===== src/rtl/id_ex_stage_reg.sv =====
// ---------------------------------------------------------------------------
// id_ex_stage_reg
// ID->EX pipeline register of the ARM core. Holds the two register-file
// operands, the decoded control word and the NZCV flags for the EX stage.
// A hazard stall (freeze) holds the contents. A taken branch (flush) or an
// invalid / illegal decode loads a bubble, which zeroes every field.
// Optional feature macro: FORWARDING_EN adds src1/src2 index registers for
// the EX forwarding unit. When it is undefined, those ports and flops are
// absent.
// ---------------------------------------------------------------------------
module id_ex_stage_reg #(
  parameter int WordLen   = 32,
  parameter int WordCount = 16,
  localparam int RW       = $clog2(WordCount)
) (
  input  logic               clk,
  input  logic               rst,
  input  logic               freeze,
  input  logic               flush,
  input  logic               validIn,
  input  logic [WordLen-1:0] pcIn,
  input  logic [WordLen-1:0] val1In,
  input  logic [WordLen-1:0] valRmIn,
  input  logic [3:0]         exeCmdIn,
  input  logic               memReadIn,
  input  logic               memWriteIn,
  input  logic               wbEnIn,
  input  logic               branchIn,
  input  logic               sUpdateIn,
  input  logic               immIn,
  input  logic [11:0]        shiftOpIn,
  input  logic [23:0]        imm24In,
  input  logic [RW-1:0]      destIn,
  input  logic [3:0]         statusIn,
`ifdef FORWARDING_EN
  input  logic [RW-1:0]      src1In,
  input  logic [RW-1:0]      src2In,
  output logic [RW-1:0]      src1Out,
  output logic [RW-1:0]      src2Out,
`endif
  output logic               validOut,
  output logic [WordLen-1:0] pcOut,
  output logic [WordLen-1:0] val1Out,
  output logic [WordLen-1:0] valRmOut,
  output logic [3:0]         exeCmdOut,
  output logic               memReadOut,
  output logic               memWriteOut,
  output logic               wbEnOut,
  output logic               branchOut,
  output logic               sUpdateOut,
  output logic               immOut,
  output logic [11:0]        shiftOpOut,
  output logic [23:0]        imm24Out,
  output logic [RW-1:0]      destOut,
  output logic [3:0]         statusOut
);

  // The complete stage contents. A bubble is simply the all-zero value, so
  // the control bits can never be 1 while valid is 0.
  typedef struct packed {
    logic               valid;
    logic [WordLen-1:0] pc;
    logic [WordLen-1:0] val1;
    logic [WordLen-1:0] val_rm;
    logic [3:0]         exe_cmd;
    logic               mem_read;
    logic               mem_write;
    logic               wb_en;
    logic               branch;
    logic               s_update;
    logic               imm;
    logic [11:0]        shift_op;
    logic [23:0]        imm24;
    logic [RW-1:0]      dest;
    logic [3:0]         status;
`ifdef FORWARDING_EN
    logic [RW-1:0]      src1;
    logic [RW-1:0]      src2;
`endif
  } stage_t;

  stage_t stage_q;
  stage_t capture_d;
  stage_t stage_d;
  logic   illegal_decode;
  logic   load_bubble;

  // A load that is also a store cannot be executed. It is dropped as a bubble
  // rather than letting EX see a contradictory memory command.
  assign illegal_decode = memReadIn & memWriteIn;
  assign load_bubble    = ~validIn | illegal_decode;

  // Assemble the candidate capture word from the decode-stage inputs.
  always_comb begin
    capture_d           = '0;
    capture_d.valid     = 1'b1;
    capture_d.pc        = pcIn;
    capture_d.val1      = val1In;
    capture_d.val_rm    = valRmIn;
    capture_d.exe_cmd   = exeCmdIn;
    capture_d.mem_read  = memReadIn;
    capture_d.mem_write = memWriteIn;
    capture_d.wb_en     = wbEnIn;
    capture_d.branch    = branchIn;
    capture_d.s_update  = sUpdateIn;
    capture_d.imm       = immIn;
    capture_d.shift_op  = shiftOpIn;
    capture_d.imm24     = imm24In;
    capture_d.dest      = destIn;
    capture_d.status    = statusIn;
`ifdef FORWARDING_EN
    capture_d.src1      = src1In;
    capture_d.src2      = src2In;
`endif
  end

  // Next-state selection: flush beats freeze, and freeze beats capture.
  // A capture of an invalid or illegal decode becomes a bubble.
  always_comb begin
    stage_d = stage_q;
    if (flush) begin
      stage_d = '0;
    end else if (!freeze) begin
      if (load_bubble) begin
        stage_d = '0;
      end else begin
        stage_d = capture_d;
      end
    end
  end

  // The stage register itself. Reset clears it asynchronously, even mid-stall.
  always_ff @(posedge clk or posedge rst) begin
    if (rst) begin
      stage_q <= '0;
    end else begin
      stage_q <= stage_d;
    end
  end

  assign validOut    = stage_q.valid;
  assign pcOut       = stage_q.pc;
  assign val1Out     = stage_q.val1;
  assign valRmOut    = stage_q.val_rm;
  assign exeCmdOut   = stage_q.exe_cmd;
  assign memReadOut  = stage_q.mem_read;
  assign memWriteOut = stage_q.mem_write;
  assign wbEnOut     = stage_q.wb_en;
  assign branchOut   = stage_q.branch;
  assign sUpdateOut  = stage_q.s_update;
  assign immOut      = stage_q.imm;
  assign shiftOpOut  = stage_q.shift_op;
  assign imm24Out    = stage_q.imm24;
  assign destOut     = stage_q.dest;
  assign statusOut   = stage_q.status;
`ifdef FORWARDING_EN
  assign src1Out     = stage_q.src1;
  assign src2Out     = stage_q.src2;
`endif

endmodule


===== config.mk =====
export PLATFORM = sky130hd
export DESIGN_NAME = id_ex_stage_reg
export DESIGN_NICKNAME = d
export VERILOG_FILES = /design/src/rtl/id_ex_stage_reg.sv
export SDC_FILE = /design/constraint.sdc
export NUM_CORES = 1
export LEC_CHECK = 0
export ABC_AREA = 1
export CAP_MARGIN = 0
export CORE_ASPECT_RATIO = 1.5
export CORE_UTILIZATION = 37
export CTS_CLUSTER_SIZE = 8
export DETAILED_ROUTE_END_ITERATION = 10
export PLACE_DENSITY = 0.82
export SLEW_MARGIN = 20
export SYNTH_ARGS = -nofsm -noshare
export SYNTH_HDL_FRONTEND = slang
export SYNTH_SLANG_ARGS = --single-unit

===== constraint.sdc =====
create_clock -name clk -period 5.8 [get_ports clk]
set_clock_uncertainty 0.2 [all_clocks]
set_input_delay 1.74 -clock clk [delete_from_list [all_inputs] [get_ports clk]]
set_output_delay 1.74 -clock clk [all_outputs]
set_load 0.03 [all_outputs]

Yosys cells after proc, flatten, opt, wreduce, memory -nomap -nowiden
Index checks and enable logic that the tools add are counted.

Bits in registers: 151. Input port bits: 155. Output and inout bits: 151. Word-level logic and storage cells: 22.

Eq/ne operators: 1. Multiplexer cells: 3. Bitwise gates (word level): 3.

Operator list (count): 151-bit 2-to-1 mux (3); 2-bit by 1-bit != test with 1-bit output (second input constant) (1); 1-bit AND (1); 1-bit inverter (1); 1-bit bitwise OR (1).

Depth between registers and ports, before layout
Gate-level depths: netlist of run 1.

Depth in word-level cells: 5. Depth in mapped cells: 6. Mapped depth without buffers: 4.

Least setup slack after synthesis of run 1
No wires, ideal clock.

Path type: input port to flip-flop. Start point: in validIn. End point: reg stage_q (netlist bit valRmOut[10]). Library setup time: 0.066 ns. Arrival time: 2.418 ns. Data required time: 5.534 ns. Setup slack: 3.116 ns. Stages on the path: 6. Buffers on the path: 2. Cell sequence: inv_1 > nor2_2 > buf_4 > buf_2 > nand4_1 > nand2_1.

Word-level cells in the longest chain between the ends: 5.

RTL lines: start: declaration (RTL line 20) `input logic validIn,`; 1-bit inverter (RTL line 91) `assign load_bubble = ~validIn | illegal_decode;`; 1-bit bitwise OR (RTL line 91); 151-bit 2-to-1 mux (RTL line 124) `if (load_bubble) begin`; 151-bit 2-to-1 mux (RTL line 123) `end else if (!freeze) begin`; 151-bit 2-to-1 mux (RTL line 121) `if (flush) begin`; end signal: assignment (RTL line 137) `stage_q <= stage_d;`; end: declaration (RTL line 82) `stage_t stage_q;`.

Every way passes these cells. The select of a mux whose other input is x is not followed. A chain may end at the register's enable or synchronous reset.

Worst setup path after layout of run 1
Start point: in freeze. End point: reg stage_q (netlist bit pcOut[28]).

Word-level cells in the longest chain between the ends: 1.

RTL lines: start: declaration (RTL line 18) `input logic freeze,`; 2-bit by 1-bit != test with 1-bit output (no line).

Every way passes these cells.

==> impl_metrics.json, run 1 <==
{
  "max_slew_margin_pct": 44.7,
  "placementRows": 57,
  "timing.final.crit_period_ns": 3.58,
  "post-synth-top-area-cell": "sky130_fd_sc_hd__dfrtp_1",
  "critPathLaunchType": "input pin",
  "drt_first_iter_violations": 450,
  "grt_usage_pct": 23.1,
  "initial_antenna_violation_count": 1,
  "antenna_violating_nets_post_route": 0,
  "report.final.slew_viol_count": 0,
  "worst_path_max_delay_cell": "sky130_fd_sc_hd__nor2_4",
  "tritoncts_num_sinks": 151,
  "critPathArrivalTime_ns": 3.73,
  "critical_path_class": "in -> reg",
  "avgSynthCellArea_um2": 9.16,
  "num-fill-cells": 1374,
  "number_of_global_route_vias_before_repair": 6022,
  "wirelength_mm": 19.7,
  "cellLeakagePower_nw": 4.78,
  "worstRegToRegCells": 2,
  "r2r_start": "pcOut[28]$_DFFE_PP0P_",
  "drv.max_cap_violation_count": 0,
  "design_area_final_mm2": 0.00990,
  "cts-hold-fix-buffers": 0,
  "design.portCount": 306,
  "fp.dieArea_mm2": 0.0172,
  "die-width_um": 108,
  "worst_hold_startpoint": "pcOut[4]$_DFFE_PP0P_",
  "multi_input_comb_area_mm2": 0.00211,
  "regArea_mm2": 0.00378,
  "yosys-top-cells-area": "sky130_fd_sc_hd__dfrtp_1, sky130_fd_sc_hd__nand2_1, sky130_fd_sc_hd__nand4_1",
  "numPortBuffers": 305,
  "drive_gt1_share_pct": 5.10,
  "setup_tns_ns": 0,
  "cp-end-kind": "register",
  "mappedNetlistNets": 830,
  "routedWlPerCell_um": 16.9,
  "worst_ep_required_time_ns": 5.95,
  "setup_viol_count_final": 0,
  "cell_count_after_synthesis": 675,
  "critical_path.cell_chain": "clkdlybuf4s50_1 > inv_2 > nor2_4 > buf_4 > nand2_1 > nand2_1",
  "setup_repair_after_global_routing_missed_its_margin": "no",
  "hp-class": "reg -> reg",
  "share_of_the_clock_period_used_by_the_worst_path_after_layout_pct": 61.8,
  "tritoncts.num_buffers": 17,
  "post_synth_num_cell_types": 12,
  "timing.critical_path.mode_cell": "sky130_fd_sc_hd__nand2_1",
  "final_nets": 1102,
  "synth.yosys.warnings": 0,
  "share_comb_of_total_power_pct": 14.9,
  "drt_first_pass_iters": 5,
  "clk_transition_reported_paths_ns": 0.07,
  "whs_path_depth": 2,
  "p_sw_share_pct": 27.1,
  "root_buffer_cell": "sky130_fd_sc_hd__clkbuf_16",
  "maximum_vdd_drop_uv": 131,
  "die_y_um": 160,
  "synth_sequential_area_ratio_pct": 61.1,
  "dp.final_hpwl_mm": 13.2,
  "commonest_cells_after_routing_fill_and_taps_aside": "sky130_fd_sc_hd__clkdlybuf4s50_1, sky130_fd_sc_hd__nand2_1, sky130_fd_sc_hd__dfrtp_1",
  "post-route-util_pct": 60.9,
  "viasPerCell": 5.23,
  "stdcell_count": 1167,
  "finalWeightedCongestion": 0.769,
  "grt_max_degree": 78,
  "power.density_mw_per_mm2": 260,
  "drcViolationCount": 0,
  "synthDominantCellAreaShare_pct": 61.1,
  "synth-seq-cells": 151,
  "initial_core_util_pct": 38.0,
  "worst_path_largest_cell_delay_ns": 0.57,
  "worst-slew-pin-transition_ns": 0.830,
  "postPlaceCellArea_mm2": 0.00932,
  "cts.path.max_buffers": 2,
  "hold_viol_final": 0,
  "synth_area_mm2": 0.00618,
  "insertion_delay_ns": 0.42,
  "num_vias": 6105,
  "flow.area_growth_from_synthesis_pct": 60.1,
  "htree_num_levels": 4,
  "post-cts-setup-buffers": 0,
  "tritoncts": "done",
  "clock.fmax_mhz": 279,
  "dp_cells": 1134,
  "power.switching_w": 0.000696,
  "grt_pass1_wl_mm": 31.2,
  "final_common_cell": "sky130_fd_sc_hd__clkdlybuf4s50_1",
  "path_max_fanout": 53,
  "floorplan.core_area_mm2": 0.0163,
  "cts.repair.resized": 0,
  "cellInternalPower_w": 0.00188,
  "sequentialPowerShare_pct": 43.1,
  "p_clk_share_pct": 42.1,
  "cp-startpoint": "freeze",
  "status": "finished, final reports clean",
  "grt.overflow.total": 0
}
-- worst max-delay path: cells and delay by family --
family | cells | cell delay (ns)
simple gates | 3 | 0.80
buf+inv | 3 | 1.18
-- layout make-up --
cell class,count,area share (%)
repair buffers,317,31.9
well taps,206,2.60
clock inverters,13,1.36
clock buffers,19,4.47
multi-input cells,456,21.3
flip-flops and latches,151,38.2
diodes,1,0.0253
inverters,4,0.215
-- Yosys cell counts --
master                     instances
sky130_fd_sc_hd__nand3_1           1
sky130_fd_sc_hd__inv_1             2
sky130_fd_sc_hd__dfrtp_1         151
sky130_fd_sc_hd__clkbuf_1         18
sky130_fd_sc_hd__nand2_1         303
sky130_fd_sc_hd__buf_4             1
sky130_fd_sc_hd__inv_2             2
sky130_fd_sc_hd__buf_1             6
sky130_fd_sc_hd__nand4_1         150
sky130_fd_sc_hd__nor2_4            1
sky130_fd_sc_hd__buf_2            39
sky130_fd_sc_hd__nor2_2            1
-- registers in the layout (all words and copies together) (netlist names) --
| signal | flops |
|---|---|
| pcOut | 32 |
| val1Out | 32 |
| valRmOut | 32 |
| imm24Out | 24 |
| shiftOpOut | 12 |
| destOut | 4 |
| exeCmdOut | 4 |
| statusOut | 4 |
| branchOut | 1 |
| immOut | 1 |
| memReadOut | 1 |
| memWriteOut | 1 |
| sUpdateOut | 1 |
| validOut | 1 |
| wbEnOut | 1 |
-- power by group through the flow --
stage / Combinational [W] / Clock [W] / Sequential [W]
6_report: 0.000382 / 0.00108 / 0.00111
3_3_place_gp: 0.000382 / 0 / 0.00113
5_1_grt: 0.000408 / 0.00116 / 0.00111
3_5_place_dp: 0.000384 / 0 / 0.00113
4_1_cts: 0.000385 / 0.00111 / 0.00111
2_1_floorplan: 0.000104 / 0 / 0.00119
-- layer usage --
layer	wire, um	vias to the layer above	track usage [%]
li1	-	2829	-
met1	7760	2957	27.2
met2	10100	284	39.5
met3	1400	35	5.60
met4	482	0	10.3
met5	0	-	0
-- path summary, 6_finish.rpt --
check | to | slack (ns)
max | pcOut[28]$_DFFE_PP0P_ | 2.22
min | pcOut[4]$_DFFE_PP0P_ | 0.28
max reg2reg | pcOut[28]$_DFFE_PP0P_ | 4.94
min reg2reg | pcOut[4]$_DFFE_PP0P_ | 0.28
max in group asynchronous | val1Out[18]$_DFFE_PP0P_ | 3.27
min in group asynchronous | pcOut[31]$_DFFE_PP0P_ | 1.68
-- metrics by stage --
stage               setup slack, ns  hold WS, ns  total power [W]
finish                         2.22        0.276          0.00257
global route                   2.05        0.292          0.00268
CTS                            2.19        0.282          0.00261
detailed placement             1.75        0.264          0.00151
global placement               1.81        0.261          0.00151
floorplan                      1.96        0.457          0.00130
-- kinds of logic after synthesis --
logic type / count (synthesis) / synth area share, %
buffers and inverters: 68 / 4.98
flip-flops: 151 / 61.1
AND/OR/NAND/NOR: 456 / 33.9
No activity file was read; power rests on OpenSTA's default activity.
==> run 2, diff against run 1 <==
Settings changed: CORE_UTILIZATION 37 to 41, PLACE_DENSITY 0.82 to 0.85.
Clock period 5.8 ns to 3.3 ns, I/O delays scaled along.
==> run 2 against run 1 <==
  * Die area shrank 9.6%
  * Non-clock buffer count shrank 2
  * Cell area grew 0.68%
  * Clock power grew 74%
  * Critical path depth shrank 5
  * First-iteration DRC count shrank 27%
  * Count of clock-buffer cells in the layout grew 1
  * Critical path type is now reg -> out
  * Critical endpoint is now pcOut[28]
  * Highest routed layer unchanged
==> impl_metrics.json, run 2 (synthesized netlist as in run 1, its figures left out) <==
{
  "status": "finished, final reports clean",
  "drive_gt1_share_pct": 5.01,
  "timing.critical_path.buf_inv": 1,
  "drt_first_pass_iters": 5,
  "critPathArrivalTime_ns": 1.52,
  "commonest_cells_after_routing_fill_and_taps_aside": "sky130_fd_sc_hd__clkdlybuf4s50_1, sky130_fd_sc_hd__nand2_1, sky130_fd_sc_hd__dfrtp_1",
  "critical_path.cell_chain": "clkdlybuf4s50_1",
  "initial_core_util_pct": 42.2,
  "num_vias": 6008,
  "numPortBuffers": 305,
  "cts-hold-fix-buffers": 0,
  "drv.max_cap_violation_count": 0,
  "hold_viol_final": 0,
  "top_signal_layer_used": "met4",
  "initial_antenna_violation_count": 0,
  "htree_num_levels": 4,
  "die_y_um": 152,
  "final_nets": 1100,
  "cp-end-kind": "primary output",
  "ff2ff_setup_slack_ns": 2.45,
  "grt_max_degree": 123,
  "grt_usage_pct": 24.8,
  "routedWlPerCell_um": 16.6,
  "multi_input_comb_area_mm2": 0.00211,
  "worst_path_max_delay_cell": "sky130_fd_sc_hd__clkdlybuf4s50_1",
  "m1WireLength_mm": 7.21,
  "postPlaceCellArea_mm2": 0.00940,
  "critical_path_class": "reg -> out",
  "regArea_mm2": 0.00378,
  "drt_first_iter_violations": 329,
  "finalWeightedCongestion": 0.797,
  "drcViolationCount": 0,
  "setup_tns_ns": 0,
  "viasPerCell": 5.21,
  "path_max_fanout": 2,
  "insertion_delay_ns": 0.41,
  "wirelength_mm": 19.2,
  "floorplan.core_area_mm2": 0.0147,
  "worst_ep_required_time_ns": 2.11,
  "grt_pass1_wl_mm": 30.2,
  "final_common_cell": "sky130_fd_sc_hd__clkdlybuf4s50_1",
  "timing.final.crit_period_ns": 2.71,
  "design.portCount": 306,
  "flow.area_growth_from_synthesis_pct": 61.2,
  "critPathLaunchType": "register",
  "dp.final_hpwl_mm": 12.6,
  "cts.repair.resized": 0,
  "maximum_vdd_drop_uv": 289,
  "worst_path_largest_cell_delay_ns": 0.70,
  "clock.fmax_mhz": 370,
  "grt.overflow.total": 0,
  "detailroute.wirelength.met2_mm": 10.1,
  "fp.dieArea_mm2": 0.0156,
  "cts.path.max_buffers": 2,
  "num-fill-cells": 1100,
  "root_buffer_cell": "sky130_fd_sc_hd__clkbuf_16",
  "antenna_violating_nets_post_route": 0,
  "setup_repair_after_global_routing_missed_its_margin": "no",
  "tritoncts_num_sinks": 151,
  "wl_met3_mm": 1.37,
  "cellLeakagePower_nw": 4.81,
  "tritoncts": "done",
  "critPathTopFamily": "buffers and inverters",
  "setup_viol_count_final": 0,
  "antenna_cells": 0,
  "report.final.slew_viol_count": 0,
  "placementRows": 54,
  "design_area_final_mm2": 0.00997,
  "post-cts-setup-buffers": 0,
  "clk_transition_reported_paths_ns": 0.07,
  "power.density_mw_per_mm2": 453,
  "number_of_global_route_vias_before_repair": 5914,
  "tritoncts.num_buffers": 17,
  "worst-slew-pin-transition_ns": 0.685,
  "hp-class": "reg -> reg",
  "max_slew_margin_pct": 54.3,
  "share_of_the_clock_period_used_by_the_worst_path_after_layout_pct": 82.0,
  "die-width_um": 102
}
[run 2: cell types whose count changed in the layout (fill, tap and decap cells not counted), sizes merged]
cell,before,now
clkinvlp,5,4
diode,1,0
clkinv,1,3
clkbuf,19,20
buf,12,10
bufinv,1,0
inv,10,9
[run 2: metrics by stage]
step	instances	power (W)	utilization, %	hold WS [ns]	setup slack [ns]
6_report	1154	0.00451	68.0	0.277	0.595
3_5_place_dp	1122	0.00267	64.1	0.264	0.562
2_1_floorplan	675	0.00228	-	0.457	0.207
3_3_place_gp	1122	0.00266	64.1	0.261	0.577
4_1_cts	1154	0.00455	68.0	0.282	0.581
5_1_grt	1154	0.00468	68.0	0.291	0.571
[run 2: cell type report]
cell class | count | area share [%]
clock buffers | 20 | 4.68
clock inverters | 12 | 1.09
inverters | 4 | 0.213
multi-input cells | 456 | 21.2
flip-flops and latches | 151 | 37.9
well taps | 196 | 2.46
repair buffers | 315 | 32.5
[run 2: worst reg2reg max path, delay by kind of cell (launching register included)]
family           cells  cell delay [ns]
and+or+nand+nor      2             0.15
DFF                  1             0.38
[run 2: metal layers]
layer,vias to the layer above,track usage [%]
li1,2822,-
met1,2896,29.2
met2,253,42.2
met3,37,6.10
met4,0,11.2
met5,-,0
[run 2: path summary, 6_finish.rpt]
| check | startpoint | end | depth (start not counted) |
|---|---|---|---|
| worst max-delay path | pcOut[28]$_DFFE_PP0P_ | pcOut[28] | 1 |
| worst min-delay path | imm24Out[23]$_DFFE_PP0P_ | imm24Out[23]$_DFFE_PP0P_ | 2 |
| worst max register to register | pcOut[18]$_DFFE_PP0P_ | pcOut[18]$_DFFE_PP0P_ | 2 |
| worst min register to register | imm24Out[23]$_DFFE_PP0P_ | imm24Out[23]$_DFFE_PP0P_ | 2 |
| max in group asynchronous | rst | imm24Out[18]$_DFFE_PP0P_ | 3 |
| min in group asynchronous | rst | val1Out[1]$_DFFE_PP0P_ | 3 |
[run 2: power by group]
group	total, W	switching, W	leakage (nW)	internal (W)
combinational	0.000687	0.000373	2.46	0.000315
sequential	0.00194	0.0000328	2.07	0.00191
clock	0.00188	0.000833	0.276	0.00105
==> variant 1: new RTL, config.mk and constraints of run 2 <==
The parameter `WordLen` goes from 32 to 16.
--- a/src/rtl/id_ex_stage_reg.sv
+++ b/src/rtl/id_ex_stage_reg.sv
@@ -9,7 +9,7 @@
 // absent.
 // ---------------------------------------------------------------------------
 module id_ex_stage_reg #(
-  parameter int WordLen   = 32,
+  parameter int WordLen   = 16,
   parameter int WordCount = 16,
   localparam int RW       = $clog2(WordCount)
 ) (
Interface: changed (6 resized); port bits go from 306 to 210. The function was not compared with the original's and may differ.
==> variant 1 against run 2 <==
  * Clock power decreased by 45%
  * Total power decreased by 37%
  * Area after synthesis is 31% lower
  * Maximum frequency rose by 3.8%
  * Largest power group unchanged
  * Largest cell class unchanged
  * First-iteration DRC count grew 4.3%
  * Sequential cell count decreased by 48
  * Cell area shrank 33%
  * Routed wire length fell by 35%
  * Global-route usage down 1.4 points
  * Worst setup slack improved by 0.10 ns
==> variant 1: results (changes against run 2) <==
\begin{tabular}{lr}
\hline
Metric & Value \\
\hline
\multicolumn{2}{l}{\textbf{Status}} \\
\quad Status & completed \\
\multicolumn{2}{l}{\textbf{Global routing}} \\
\quad Number of antenna violations at the first check in global routing & 0 (unchanged) \\
\quad Largest net degree at the start of global routing & 104 (-15\%) \\
\quad Global-route wire length before repair & 20040 um (-34\%) \\
\quad Met1 Track Usage GR & 29.72\% (+0.56 points) \\
\quad GRT Util Overall & 23.41\% (-1.4 points) \\
\quad Met3 usage in global routing & 5.556\% (-0.55 points) \\
\quad Number of global-route vias before repair & 4015 (-32\%) \\
\quad GR Util met2 & 39.20\% (-3.0 points) \\
\multicolumn{2}{l}{\textbf{Layout}} \\
\quad Fillers & 811 (-26\%) \\
\quad Largest register FFs & 24 \\
\quad Ratio of cells with drive above 1 in the final layout & 3.994\% (-1.0 points) \\
\quad Net count, final & 753 (-32\%) \\
\multicolumn{2}{l}{\textbf{Synthesis}} \\
\quad Post-synthesis net count & 570 (-31\%) \\
\quad Ys flop type & dfrtp\_1 \\
\quad Count of distinct cell types in the synthesized netlist & 14 (+2) \\
\quad Synth cell count leaders & nand2\_1, dfrtp\_1, nand4\_1 \\
\quad Biggest area contributors in the synthesized netlist & dfrtp\_1, nand2\_1, nand4\_1, buf\_2, buf\_4 \\
\quad Sequential cell area fraction in the yosys report & 60.18\% (-0.92 points) \\
\multicolumn{2}{l}{\textbf{Power and ir drop}} \\
\quad Lkg Pwr & 3.244 nW (-33\%) \\
\quad Highest ir drop seen on vdd & 0.2487 mV (-14\%) \\
\multicolumn{2}{l}{\textbf{Critical path}} \\
\quad Number of cell instances on the worst register-to-register path & 2 (unchanged) \\
\quad Worst setup path endpoint & exeCmdOut[3] \\
\quad Arrival time at the worst endpoint & 1.41 ns (-0.11 ns) \\
\quad Delay of the slowest critical-path stage & 0.72 ns (+0.02 ns) \\
\quad Critical path origin & exeCmdOut[3] \\
\quad Worst reg2reg startpoint & pcOut[11] \\
\quad Critical path fanouts, max & 2 (unchanged) \\
\quad Terminus of the critical flop-to-flop path & pcOut[11] \\
\multicolumn{2}{l}{\textbf{Clocking}} \\
\quad Total number of H-tree levels & 3 (-1) \\
\quad Clock latency of the later-clocked register in the worst-skew pair & 0.32 ns (-0.09 ns) \\
\quad Number of buffers created by CTS & 9 (-8) \\
\quad Clock transition at the registers of the reported paths & 0.06 ns \\
\multicolumn{2}{l}{\textbf{Drt}} \\
\quad Number of vias in the routed layout & 4149 (-31\%) \\
\quad Detailed Route Iter0 Violations & 343 (+4.3\%) \\
\quad Post-Route WL & 12540 um (-35\%) \\
\multicolumn{2}{l}{\textbf{Placement}} \\
\quad Number of buffers inserted by port buffering & 209 (-31\%) \\
\quad RePlAce Congestion & 0.7776 (-2.5\%) \\
\multicolumn{2}{l}{\textbf{Timing}} \\
\quad Worst-case headroom to the max-slew limit & 59.47\% (+5.1 points) \\
\hline
\end{tabular}
==> variant 1: changes by cell type after synthesis, sizes merged <==
cell,delta
dfrtp,-48
buf,-12
clkbuf,-8
nand4,-48
nand2,-96
==> variant 1: cells by family after synthesis <==
kind of cell | Yosys count | share of synthesized area [%]
flip-flops | 103 | 60.18
AND/OR/NAND/NOR | 312 | 33.57
buffers and inverters | 48 | 6.252
==> variant 1: worst reg2reg max path: cells and delay by family (launching register included) <==
kind / cells / cell delay, ns
AND/OR/NAND/NOR: 2 / 0.14
flip-flops: 1 / 0.41
==> variant 1: metal layers <==
layer,wire length (um),up-vias
met4,259,0
met1,4941,1998
met2,6476,199
met5,0,-
li1,-,1931
met3,858,21
==> variant 1: where the power goes <==
| group | total [W] | switching [W] | leakage [nW] | internal, W |
|---|---|---|---|---|
| sequential | 0.00133 | 0.0000247 | 1.41 | 0.00130 |
| combinational | 0.000464 | 0.000251 | 1.68 | 0.000213 |
| clock | 0.00104 | 0.000436 | 0.146 | 0.000606 |
==> variant 1: worst min path at each step <==
stage / start / endpoint / slack (ns)
after CTS: imm24Out[4] / imm24Out[4] / 0.28
after global placement: val1Out[7] / val1Out[7] / 0.26
after detailed placement: imm24Out[4] / imm24Out[4] / 0.26
final: validOut / validOut / 0.28
after global routing: exeCmdOut[1] / exeCmdOut[1] / 0.30
after floorplan: imm24Out[19] / imm24Out[19] / 0.45
==> variant 1: area by class of cell <==
class	instances	area [um2]	share of cell area (%)
flip-flops and latches	103	2577	38.59
well taps	117	146.4	2.192
multi-input cells	312	1450	21.71
inverters	4	18.77	0.2810
clock inverters	4	45.04	0.6744
repair buffers	216	2195	32.86
clock buffers	12	246.5	3.691
==> variant 1: per-stage QoR <==
| step | setup slack, ns | area (um2) | hold WS [ns] | std cells |
|---|---|---|---|---|
| 5_1_grt | 0.6458 | 6679 | 0.2981 | 768 |
| 3_5_place_dp | 0.6895 | 6387 | 0.2648 | 752 |
| 2_1_floorplan | 0.8784 | 4287 | 0.4539 | 463 |
| 6_report | 0.6951 | 6679 | 0.2760 | 768 |
| 4_1_cts | 0.6784 | 6679 | 0.2821 | 768 |
| 3_3_place_gp | 0.7238 | 6387 | 0.2612 | 752 |
==> variant 2: new RTL, settings of run 2 <==
Without the edit above. Make the reset (`rst`) synchronous in one clocked block. Comments in the files are not updated.
--- a/src/rtl/id_ex_stage_reg.sv
+++ b/src/rtl/id_ex_stage_reg.sv
@@ -130,7 +130,7 @@
   end
 
   // The stage register itself. Reset clears it asynchronously, even mid-stall.
-  always_ff @(posedge clk or posedge rst) begin
+  always_ff @(posedge clk) begin
     if (rst) begin
       stage_q <= '0;
     end else begin
Formal check against the unedited RTL: differs if rst is asserted again (counterexample within 4 cycles, from zero or initial values and one cycle with rst high); with rst held inactive, the same outputs for 4 cycles.
==> variant 2 against run 2 <==
  * Area after synthesis fell by 0.10%
  * First-iteration DRC count fell by 18%
  * Critical path type unchanged
  * Total power increased by 0.14%
  * Worst setup slack better by 0.025 ns
  * Cell count grew 0.26%
  * Combinational power decreased by 15%
  * Sequential cell count stayed put
  * Worst hold slack worse by 0.014 ns
  * Largest power group is now the clock network
  * Cell area fell by 1.6%
  * Global-route usage fell by 0.23 points
  * Routed wire length increased by 1.9%
==> variant 2: results (changes against run 2) <==
\begin{tabular}{lr}
\hline
Metric & Value \\
\hline
\multicolumn{2}{l}{\textbf{Critical path}} \\
\quad Delay of the slowest critical-path stage & 0.74 ns (+0.04 ns) \\
\quad Kind of critical path & reg2out \\
\quad Worst path top cell family by delay & buffers and inverters \\
\quad Arrival time at the worst endpoint & 1.49 ns (-0.03 ns) \\
\multicolumn{2}{l}{\textbf{Placement}} \\
\quad Placed instance area & 0.009194 mm2 (-2.2\%) \\
\quad RePlAce Congestion & 0.7730 (-3.0\%) \\
\quad Placed cell count & 1126 (+0.36\%) \\
\multicolumn{2}{l}{\textbf{Synthesis}} \\
\quad Share of flip-flops with an asynchronous set or reset after synthesis & 0\% (-100 points) \\
\quad Number of instances in the synthesized netlist & 690 (+2.2\%) \\
\quad Biggest area contributors in the synthesized netlist & dfxtp\_1, nand4\_1, a21oi\_2, nand2\_1, a21oi\_1 \\
\quad Post-synthesis net count & 845 (+1.8\%) \\
\quad Count of distinct cell types in the synthesized netlist & 14 (+2) \\
\quad Sequential cell area fraction in the yosys report & 48.93\% (-12 points) \\
\quad Synth cell count leaders & dfxtp\_1, nand2\_1, nand4\_1 \\
\quad Ys flop type & dfxtp\_1 \\
\multicolumn{2}{l}{\textbf{Drt}} \\
\quad First-pass detailed-route iteration total & 4 (-1) \\
\quad Per-cell routed wire length & 16.88 um (+1.6\%) \\
\quad Number of vias in the routed layout & 6173 (+2.7\%) \\
\multicolumn{2}{l}{\textbf{Power and ir drop}} \\
\quad Lkg Pwr & 3.081 nW (-36\%) \\
\quad Switching power share of the total & 24.26\% (-3.2 points) \\
\quad Highest ir drop seen on vdd & 0.3577 mV (+24\%) \\
\quad Sequential Power & 0.00187 W (-4\%) \\
\quad Power Density & 460.6 mW/mm2 (+1.8\%) \\
\multicolumn{2}{l}{\textbf{Layout}} \\
\quad Ratio of cells with drive above 1 in the final layout & 14.78\% (+9.8 points) \\
\quad Count of non-filler cells in the finished layout & 1157 (+0.26\%) \\
\multicolumn{2}{l}{\textbf{Global routing}} \\
\quad Largest net degree at the start of global routing & 152 (+24\%) \\
\quad Number of global-route vias before repair & 5903 (-0.19\%) \\
\quad GRT Util Overall & 24.62\% (-0.23 points) \\
\quad Global-route wire length before repair & 30060 um (-0.34\%) \\
\multicolumn{2}{l}{\textbf{Status}} \\
\quad Status & completed \\
\multicolumn{2}{l}{\textbf{Clocking}} \\
\quad Total number of H-tree levels & 4 (unchanged) \\
\multicolumn{2}{l}{\textbf{Timing}} \\
\quad Worst-case headroom to the max-slew limit & 55.63\% (+1.3 points) \\
\hline
\end{tabular}
==> variant 2: kinds of logic (layout without fill, tap and decap cells) <==
group | Yosys count | count (layout) | share of synthesized area, %
flops | 151 | 151 | 48.93
compound gates | 151 | 151 | 17.70
simple gates | 304 | 304 | 24.65
buf+inv | 84 | 355 | 8.728
==> variant 2: worst paths after layout <==
path | slack [ns] | start | endpoint | depth (start not counted)
setup / recovery | 0.62 | val1Out[31] | val1Out[31] | 1
hold / removal | 0.26 | shiftOpOut[1] | shiftOpOut[1] | 2
setup reg to reg | 2.37 | val1Out[31] | val1Out[31] | 2
hold reg to reg | 0.26 | shiftOpOut[1] | shiftOpOut[1] | 2
==> variant 2: metal layers <==
| layer | track usage (%) | wire (um) | vias to the layer above |
|---|---|---|---|
| met5 | 0 | 0 | - |
| met4 | 9.456 | 493 | 0 |
| met3 | 9.862 | 1843 | 29 |
| met2 | 41.20 | 9714 | 254 |
| met1 | 27.49 | 7482 | 2914 |
| li1 | - | - | 2976 |
==> variant 2: stage by stage <==
step / hold slack [ns] / worst slack, ns
2_1_floorplan: 0.3801 / 1.334
3_5_place_dp: 0.2564 / 0.6429
4_1_cts: 0.2643 / 0.5937
6_report: 0.2635 / 0.6199
5_1_grt: 0.2830 / 0.5634
3_3_place_gp: 0.2504 / 0.6674
==> variant 2: area by class of cell <==
cell class	instances	area (um2)
clock buffers	20	446.7
clock inverters	11	173.9
fillers	1164	4847
multi-input cells	455	2624
repair buffers	323	3296
inverters	1	6.256
flip-flops and latches	151	3023
well taps	196	245.2
